**src/rtl/mc_ctrl_pkg.sv**
```systemverilog
`default_nettype none
// ============================================================================
//  Module  : mc_ctrl_pkg
//  Brief   : Shared types and constants for the multicycle main control FSM:
//            state encoding, datapath mux select codes, opcode classes.
//  Rev     : 1.0  initial release
// ============================================================================
package mc_ctrl_pkg;

   // Main FSM states; the numeric values are visible on the State debug port.
   typedef enum logic [3:0] {
      S_FETCH    = 4'd0,
      S_DECODE   = 4'd1,
      S_MEMADR   = 4'd2,
      S_MEMRD    = 4'd3,
      S_MEMWB    = 4'd4,
      S_MEMWR    = 4'd5,
      S_EXECUTER = 4'd6,
      S_EXECUTEI = 4'd7,
      S_ALUWB    = 4'd8,
      S_BRANCH   = 4'd9,
      S_MULEX    = 4'd10,
      S_MULWB    = 4'd11
   } state_t;

   // ALU source A select
   localparam logic [1:0] SRCA_REG    = 2'b00;
   localparam logic [1:0] SRCA_PC     = 2'b01;
   localparam logic [1:0] SRCA_ALUOUT = 2'b10;

   // ALU source B select
   localparam logic [1:0] SRCB_REG    = 2'b00;
   localparam logic [1:0] SRCB_IMM    = 2'b01;
   localparam logic [1:0] SRCB_FOUR   = 2'b10;

   // Result bus select
   localparam logic [1:0] RES_ALUOUT    = 2'b00;
   localparam logic [1:0] RES_DATA      = 2'b01;
   localparam logic [1:0] RES_ALURESULT = 2'b10;

   // Instr[27:26] classes
   localparam logic [1:0] OP_DP  = 2'b00;
   localparam logic [1:0] OP_MEM = 2'b01;
   localparam logic [1:0] OP_BR  = 2'b10;

   // Instr[7:4] pattern identifying a multiply in the data-processing space
   localparam logic [3:0] MUL_ID = 4'b1001;

   // States that wait on the memory handshake before moving on
   function automatic logic waits_on_memory(input state_t s);
      return (s == S_FETCH) || (s == S_MEMRD) || (s == S_MEMWR);
   endfunction

endpackage : mc_ctrl_pkg
`default_nettype wire

```
**src/rtl/mc_ctrl_decode.sv**
```systemverilog
`default_nettype none
// ============================================================================
//  Module  : mc_ctrl_decode
//  Brief   : Combinational classifier used in the DECODE state: maps the
//            instruction class fields to the first execution state and flags
//            undecodable encodings.
//  Rev     : 1.0  initial release
// ============================================================================
module mc_ctrl_decode
   import mc_ctrl_pkg::*;
(
   input  logic [1:0] op,
   input  logic       funct_imm,   // Instr[25]: immediate operand flag
   input  logic [3:0] mul_id,
   output state_t     next_state,
   output logic       illegal
);

   // Multiply shares the register-operand data-processing space, so it is
   // tested first; an immediate operand can never be a multiply.
   always_comb begin
      next_state = S_FETCH;
      illegal    = 1'b0;
      if ((op == OP_DP) && (mul_id == MUL_ID) && !funct_imm) begin
         next_state = S_MULEX;
      end else if (op == OP_MEM) begin
         next_state = S_MEMADR;
      end else if (op == OP_DP) begin
         next_state = funct_imm ? S_EXECUTEI : S_EXECUTER;
      end else if (op == OP_BR) begin
         next_state = S_BRANCH;
      end else begin
         next_state = S_FETCH;
         illegal    = 1'b1;
      end
   end

endmodule : mc_ctrl_decode
`default_nettype wire

```
**src/rtl/mc_main_fsm.sv**
```systemverilog
`default_nettype none
// ============================================================================
//  Module  : mc_main_fsm
//  Brief   : Main sequencing FSM for the multicycle ARM core. Drives all
//            datapath strobes and mux selects; fetch and data accesses wait
//            on MemReady so the core tolerates a multi-cycle memory.
//  Rev     : 1.0  initial release
// ============================================================================
module mc_main_fsm
   import mc_ctrl_pkg::*;
#(
   parameter int STATE_W = 4
)(
   input  logic               clk,
   input  logic               reset,      // synchronous, active low
   input  logic [1:0]         Op,
   input  logic [5:0]         Funct,
   input  logic [3:0]         MulId,
   input  logic               MemReady,
   output logic               IRWrite,
   output logic               NextPC,
   output logic               RegW,
   output logic               MemW,
   output logic               Branch,
   output logic               AdrSrc,
   output logic [1:0]         ALUSrcA,
   output logic [1:0]         ALUSrcB,
   output logic [1:0]         ResultSrc,
   output logic               ALUOp,
   output logic               Mul,
   output logic               AuxW,
   output logic               Illegal,
   output logic [STATE_W-1:0] State
);

   state_t state;
   state_t dec_next;
   logic   dec_illegal;

   // Funct bits only the ALU decoder cares about
   logic unused_funct_bits;
   assign unused_funct_bits = ^{Funct[4], Funct[2:1]};

   mc_ctrl_decode u_decode (
      .op         (Op),
      .funct_imm  (Funct[5]),
      .mul_id     (MulId),
      .next_state (dec_next),
      .illegal    (dec_illegal)
   );

   assign State = STATE_W'(state);

   // State register: sequence the instruction, stalling on memory handshakes
   always_ff @(posedge clk) begin
      if (!reset) begin
         state <= S_FETCH;
      end else begin
         case (state)
            S_FETCH:    if (MemReady) state <= S_DECODE;
            S_DECODE:   state <= dec_next;
            S_MEMADR:   state <= Funct[0] ? S_MEMRD : S_MEMWR;
            S_MEMRD:    if (MemReady) state <= S_MEMWB;
            S_MEMWB:    state <= S_FETCH;
            S_MEMWR:    if (MemReady) state <= S_FETCH;
            S_EXECUTER: state <= S_ALUWB;
            S_EXECUTEI: state <= S_ALUWB;
            S_ALUWB:    state <= S_FETCH;
            S_BRANCH:   state <= S_FETCH;
            S_MULEX:    state <= S_MULWB;
            S_MULWB:    state <= S_FETCH;
            default:    state <= S_FETCH;
         endcase
      end
   end

   // Output decode from the current state; enables are squashed during reset
   // so an aborted instruction never leaves a partial write behind.
   always_comb begin
      IRWrite   = 1'b0;
      NextPC    = 1'b0;
      RegW      = 1'b0;
      MemW      = 1'b0;
      Branch    = 1'b0;
      AdrSrc    = 1'b0;
      ALUSrcA   = SRCA_REG;
      ALUSrcB   = SRCB_REG;
      ResultSrc = RES_ALUOUT;
      ALUOp     = 1'b0;
      Mul       = 1'b0;
      AuxW      = 1'b0;
      Illegal   = 1'b0;
      case (state)
         S_FETCH: begin
            AdrSrc    = 1'b0;
            ALUSrcA   = SRCA_PC;
            ALUSrcB   = SRCB_FOUR;
            ResultSrc = RES_ALURESULT;
            IRWrite   = MemReady;
            NextPC    = MemReady;
         end
         S_DECODE: begin
            // PC+4 again so r15 reads as PC+8
            ALUSrcA   = SRCA_PC;
            ALUSrcB   = SRCB_FOUR;
            ResultSrc = RES_ALURESULT;
            Illegal   = dec_illegal;
         end
         S_MEMADR: begin
            ALUSrcA = SRCA_REG;
            ALUSrcB = SRCB_IMM;
            ALUOp   = 1'b0;
         end
         S_MEMRD: begin
            AdrSrc    = 1'b1;
            ResultSrc = RES_ALUOUT;
         end
         S_MEMWB: begin
            ResultSrc = RES_DATA;
            RegW      = 1'b1;
         end
         S_MEMWR: begin
            AdrSrc    = 1'b1;
            ResultSrc = RES_ALUOUT;
            MemW      = 1'b1;
         end
         S_EXECUTER: begin
            ALUSrcA = SRCA_REG;
            ALUSrcB = SRCB_REG;
            ALUOp   = 1'b1;
         end
         S_EXECUTEI: begin
            ALUSrcA = SRCA_REG;
            ALUSrcB = SRCB_IMM;
            ALUOp   = 1'b1;
         end
         S_ALUWB: begin
            ResultSrc = RES_ALUOUT;
            RegW      = 1'b1;
         end
         S_BRANCH: begin
            ALUSrcA   = SRCA_ALUOUT;
            ALUSrcB   = SRCB_IMM;
            ALUOp     = 1'b0;
            ResultSrc = RES_ALURESULT;
            Branch    = 1'b1;
         end
         S_MULEX: begin
            Mul     = 1'b1;
            ALUSrcA = SRCA_REG;
            ALUSrcB = SRCB_REG;
            ALUOp   = 1'b1;
            // Long multiply: datapath delays this so it lands with MULWB
            AuxW    = Funct[3];
         end
         S_MULWB: begin
            Mul       = 1'b1;
            ResultSrc = RES_ALUOUT;
            RegW      = 1'b1;
         end
         default: begin
         end
      endcase
      if (!reset) begin
         IRWrite = 1'b0;
         NextPC  = 1'b0;
         RegW    = 1'b0;
         MemW    = 1'b0;
         Branch  = 1'b0;
         AuxW    = 1'b0;
         Illegal = 1'b0;
      end
   end

endmodule : mc_main_fsm
`default_nettype wire

```
**config.mk**
```make
export PLATFORM = sky130hd
export DESIGN_NAME = mc_main_fsm
export DESIGN_NICKNAME = d
export VERILOG_FILES = /design/src/rtl/mc_ctrl_pkg.sv /design/src/rtl/mc_ctrl_decode.sv /design/src/rtl/mc_main_fsm.sv
export SDC_FILE = /design/constraint.sdc
export NUM_CORES = 1
export LEC_CHECK = 0
export BUFFER_PORTS_ARGS = -buffer_cell sky130_fd_sc_hd__buf_4
export CAP_MARGIN = 20
export CORE_UTILIZATION = 40
export DETAILED_ROUTE_END_ITERATION = 7
export GPL_ROUTABILITY_DRIVEN = 0
export HOLD_SLACK_MARGIN = 0.03
export PLACE_DENSITY = 0.8
export SYNTH_ARGS = -nofsm -noshare
export SYNTH_HDL_FRONTEND = slang
export SYNTH_HIERARCHICAL = 1
export SYNTH_SLANG_ARGS = --single-unit
export TNS_END_PERCENT = 5
```
**constraint.sdc**
```tcl
create_clock -name clk -period 1.4 [get_ports clk]
set_clock_uncertainty 0.05 [all_clocks]
set_input_delay 0.14 -clock clk [delete_from_list [all_inputs] [get_ports clk]]
set_output_delay 0.14 -clock clk [all_outputs]
set_load 0.05 [all_outputs]
```
---- Word level (Yosys, flattened, before mapping) ----
Index checks and enable logic that the tools add are counted.
word-level totals
  register bits ........................... 4
  bits in latches ......................... 0
  RAM bits ................................ 0
  bits in read-only memories .............. 0
  bits of input ports ..................... 15
  output and inout port bits .............. 20
  logic and storage cells ................. 64
  memories ................................ 0
cells by class
  add/sub/neg operators ................... 0
  multipliers ............................. 0
  div/mod/pow operators ................... 0
  magnitude comparators ................... 0
  eq/ne operators ......................... 17
  shifts and indexed selects .............. 0
  mux-type cells .......................... 32
  bitwise logic cells ..................... 0
  reduce and logical (&&, ||, !) cells .... 14
operators with widths
  operator            number
  $mux 4              7
  $pmux 4 s7          1
  $eq 4x4->1 const B  5
  $mux 1              20
  $eq 4x3->1 const B  4
  $pmux 2 s2          3
  $reduce_or 3->1     4
  $eq 4x2->1 const B  2
  $reduce_or 2->1     4
  $ne 2x2->1 const B  3
  $eq 4x1->1 const B  1
  $logic_not 4->1     1
  $mux 3              1
  $reduce_and 3->1    1
  $eq 2x1->1 const B  1
  $eq 2x2->1 const B  1
  $logic_and 1x1->1   2
  $logic_not 2->1     1
  $logic_not 1->1     1

---- Depth between registers and ports, before layout ----
  depth in word-level cells ............... 7
  mapped depth ............................ 6
  depth with buffers taken out ............ 6

---- Cells and area by module ----
The synthesis kept the hierarchy.
by module, submodules not included
  module          instances  cells an instance  area each (um2)
  mc_main_fsm     1          70                 462.9
  mc_ctrl_decode  1          10                 67.6

---- Least setup slack after synthesis ----
No wires, ideal clock.
  kind .................................... register to output
  start ................................... register state[3] (netlist: State[3])
  end ..................................... output NextPC
  data arrival time ....................... 2.435 ns
  path slack .............................. -1.225 ns
  cell stages (with the launch flop) ...... 5
  buffers on the path ..................... 2
  path through ............................ dfxtp_1 or2_1 buf_6 nor3_1 buf_4
on the way
  cells in the longest elaborated chain, start to end .. 3
RTL lines
  item                    RTL line           text
  from (decl)             mc_main_fsm.sv:36  state_t state;
  from (signal assigned)  mc_main_fsm.sv:61  S_DECODE: state <= dec_next;
  from (signal assigned)  mc_main_fsm.sv:62  S_MEMADR: state <= Funct[0] ? S_MEMRD : S_MEMWR;
  $logic_not 4->1         n/a
  $mux 1 (2 in series)    n/a
  to (decl)               mc_main_fsm.sv:21  output logic NextPC,
No other way between the ends.

---- Worst setup path in the final report ----
  start ................................... register state[3] (netlist: State[3])
  end ..................................... output MemW
on the way
  cells in the longest elaborated chain, start to end .. 3
RTL lines
  item        RTL line            text
  $eq 4x3->1  mc_main_fsm.sv:93   case (state)
  $mux 1      mc_main_fsm.sv:93
  $mux 1      mc_main_fsm.sv:164  if (!reset) begin
  to (decl)   mc_main_fsm.sv:23   output logic MemW,
No other way between the ends.

==> metrics.md <==
| Metric | Value |
|---|---|
| Sum of routed wire segments on met1 | 767 µm |
| Number of failing hold endpoints at the final stage | 0 |
| Clock buffer count from CTS | 3 |
| Synthesis-to-layout area growth | 94.3% |
| Met2 wirelength from detailed routing | 1060 µm |
| DPL Wire Length | 1300 µm |
| Data required, critical path | around 1.2 ns |
| Gate Count Post-Synth | 80 |
| Syn Nets | 95 |
| Routed wl met3 | 91 µm |
| Most numerous cell in the Yosys netlist | sky130_fd_sc_hd__nor2_1 |
| Ys async rst share | 0% |
| Unique masters post-synth | 30 |
| Vias in the first global route | 673 |
| Arrival time worst endpoint | 1.41 ns |
| GRT Total Usage | between 20% and 30% |
| Total of flip-flops plus latches after synthesis | 4 |
| CP max-delay cell | sky130_fd_sc_hd__dfxtp_4 |
| Maximum number of pins on one net before global-route repair | 10 |
| Number of vias after detailed routing | 714 |
| EDFF count, synth | 0 |
| Buffers added on ports | 31 |
| Area share of the largest cell type after synthesis | 15.1% |
| Primary flip-flop cell chosen by synthesis mapping | sky130_fd_sc_hd__dfxtp_1 |
| Transition at the pin with the smallest max-transition slack | between 0.2 and 0.3 ns |
| Number of optimization iterations in the first detailed-route pass | 4 |
| Post-route cell area | 1030 µm² |
| Top area cells in the synthesized netlist | sky130_fd_sc_hd__dfxtp_1 (15%), sky130_fd_sc_hd__nor2_1 (11%), sky130_fd_sc_hd__inv_1 (5.7%) |
| Fin crit period | ~1.6 ns |
| Max-capacitance violation count | 0 |
| Number of failing setup endpoints in the final timing report | 12 |
| Remaining antenna violation count after routing | 0 |
| Clock latency on the worst-skew pair | 0.23 ns |
| Horizontal die dimension | 38.4 µm |
| Worst setup EP type | output port |
| Fraction of final layout cells with drive strength greater than 1 | between 60% and 70% |
| Count of filler cells inserted in the layout | between 60 and 70 |
| Sequence of cells on the critical path | or2_4 > or3_4 > inv_2 > buf_8 |
| Congestion Overflow GR | 0 |
| Top cell type by total area after synthesis | sky130_fd_sc_hd__dfxtp_1 |
| Number of H-tree levels | 1 |
| TritonCTS clock tree | built |
| Number of max-slew violations in the final report | 0 |
| Worst setup path category | flop to output port |
| Leading cell types by count after synthesis | sky130_fd_sc_hd__nor2_1 (15), sky130_fd_sc_hd__inv_1 (8), sky130_fd_sc_hd__nand2_1 (6) |
| Final routed DRC violation total | 0 |
| Clk pin slew, worst setup/hold paths | 0.04 ns |
| Cell area after placement | 893 µm² |
| Top achievable clock speed | 0.624 GHz |
| Overall die height | 38.4 µm |
| Sequential share of the synthesized area | roughly 15% |
| Std-Cell Core Area | 1170 µm² |
| Mapped Area | 531 µm² |
| Final wirelength | 1920 µm |
| Flip-flop count of the largest register, all copies and words added | 4 |
| Initial Utilization | 45.3% |
| Slew HR | 80.1% |
| I/O pin total | 35 |
| Worst IR Drop VDD | 0.614 mV |
| Number of buffers inserted for hold repair after clock tree synthesis | 0 |
| Highest Signal Layer | met3 |
| Static leakage | 0.000467 µW |
| RSZ-0062 raised after global routing | yes |
| Highest fanout seen on the critical path | 8 |
| Clock sinks | 4 |
| Final setup slack of the worst path | -0.202 ns |
| Mean instance size in the synthesized netlist | 6.63 µm² |
| First-pass GRT wire length | between 2000 and 3000 µm |
| Failing checks | negative setup slack |
| Count of warnings emitted by yosys | 6 |
| Count of standard-cell rows | 12 |
| Hold slack | 0.115 ns |
| Number of antenna violations at the first check in global routing | 0 |
| Die area | 1480 µm² |
| Outcome | finished, violations left |
| Areal power density over the cells | 608 nW/µm² |
| Slowest cell delay on critical path | between 0.3 and 0.4 ns |
| Violation count after the first detailed-routing iteration | 10 |
| Share of the clock period used by the worst path | 114% |
| DR WL/cell | 14.0 µm |
| Maximum buffer depth of the clock tree | 2 |
| Average via count per standard cell | 5.21 |
| Nature of the critical path startpoint | flop |
| Clock root buffer master | sky130_fd_sc_hd__clkbuf_4 |
| Antenna cell count | 0 |
| Net total in the final layout | about 140 |
| Hold/Removal Path Class | primary input to flop |
[where the power goes]
group | switching [µW] | internal, µW | total [µW]
registers | 11.6 | 119 | 131
logic | 202 | 139 | 341
clock network | 47.9 | 107 | 155
total | 261 | 366 | 627
[critical path, delay by kind of cell, from the launching register on]
| family | cells | cell delay [ns] |
|---|---|---|
| simple gates | 2 | 0.60 |
| flops | 1 | 0.37 |
| buf+inv | 2 | 0.22 |
[kinds of logic after synthesis]
family / after synthesis / synth area share (%)
AOI/OAI and AO/OA: 20 / 29.0
xor gates and xnor gates: 2 / 3.30
buffers and inverters: 15 / 14.9
DFF: 4 / 15.1
and+or+nand+nor: 39 / 37.7
[repair_timing]
action,4_1_cts,5_1_grt
pin swaps,2,4
gates resized for setup,19,10
endpoints found under the setup margin,14,15
buffers inserted,1,1
[cell type report]
| type | instances | area [µm²] | share of cell area [%] |
|---|---|---|---|
| clock buffers | 4 | 26.3 | 2.55 |
| inverters | 9 | 40.0 | 3.88 |
| multi-input cells | 61 | 449 | 43.6 |
| flip-flops and latches | 4 | 92.6 | 8.98 |
| well taps | 14 | 17.5 | 1.70 |
| repair buffers | 45 | 405 | 39.3 |
[through the flow]
stage	cells	TNS (ns)	utilization [%]	total power, µW	setup WS (ns)
6_report	137	-1.32	88.0	627	-0.202
5_1_grt	137	-2.02	88.0	664	-0.245
4_1_cts	136	-1.41	84.8	616	-0.206
3_5_place_dp	131	-0.0613	76.3	438	-0.0382
3_3_place_gp	131	-0.0146	76.3	433	-0.00764
2_1_floorplan	80	-2.63	-	337	-0.303
[placed cells by master, fill, tap and decap left out, drive strengths merged, types with 4 or more instances in the layout]
cell type  netlist  layout
o21ai            4       4
nand2            6       6
nor2            15      15
nor2b            4       4
clkbuf           0       4
a21oi            5       5
dfxtp            4       4
buf              6      45
inv              9       8
[path summary, 6_finish.rpt]
kind         cells past startpoint  startpoint  slack (ns)  endpoint
max                              4    State[3]       -0.20      MemW
max reg2reg                      5    State[3]        0.09  State[0]
min                              2    MemReady        0.11  State[2]
min reg2reg                      2    State[3]        0.58  State[2]
[per-layer routing]
layer / vias to the layer above / GRT usage [%]
met4: 0 / 8.62
li1: 357 / -
met5: - / 0
met1: 329 / 32.1
met3: 0 / 4.65
met2: 28 / 52.1
Power figures use the tool's default switching activity.
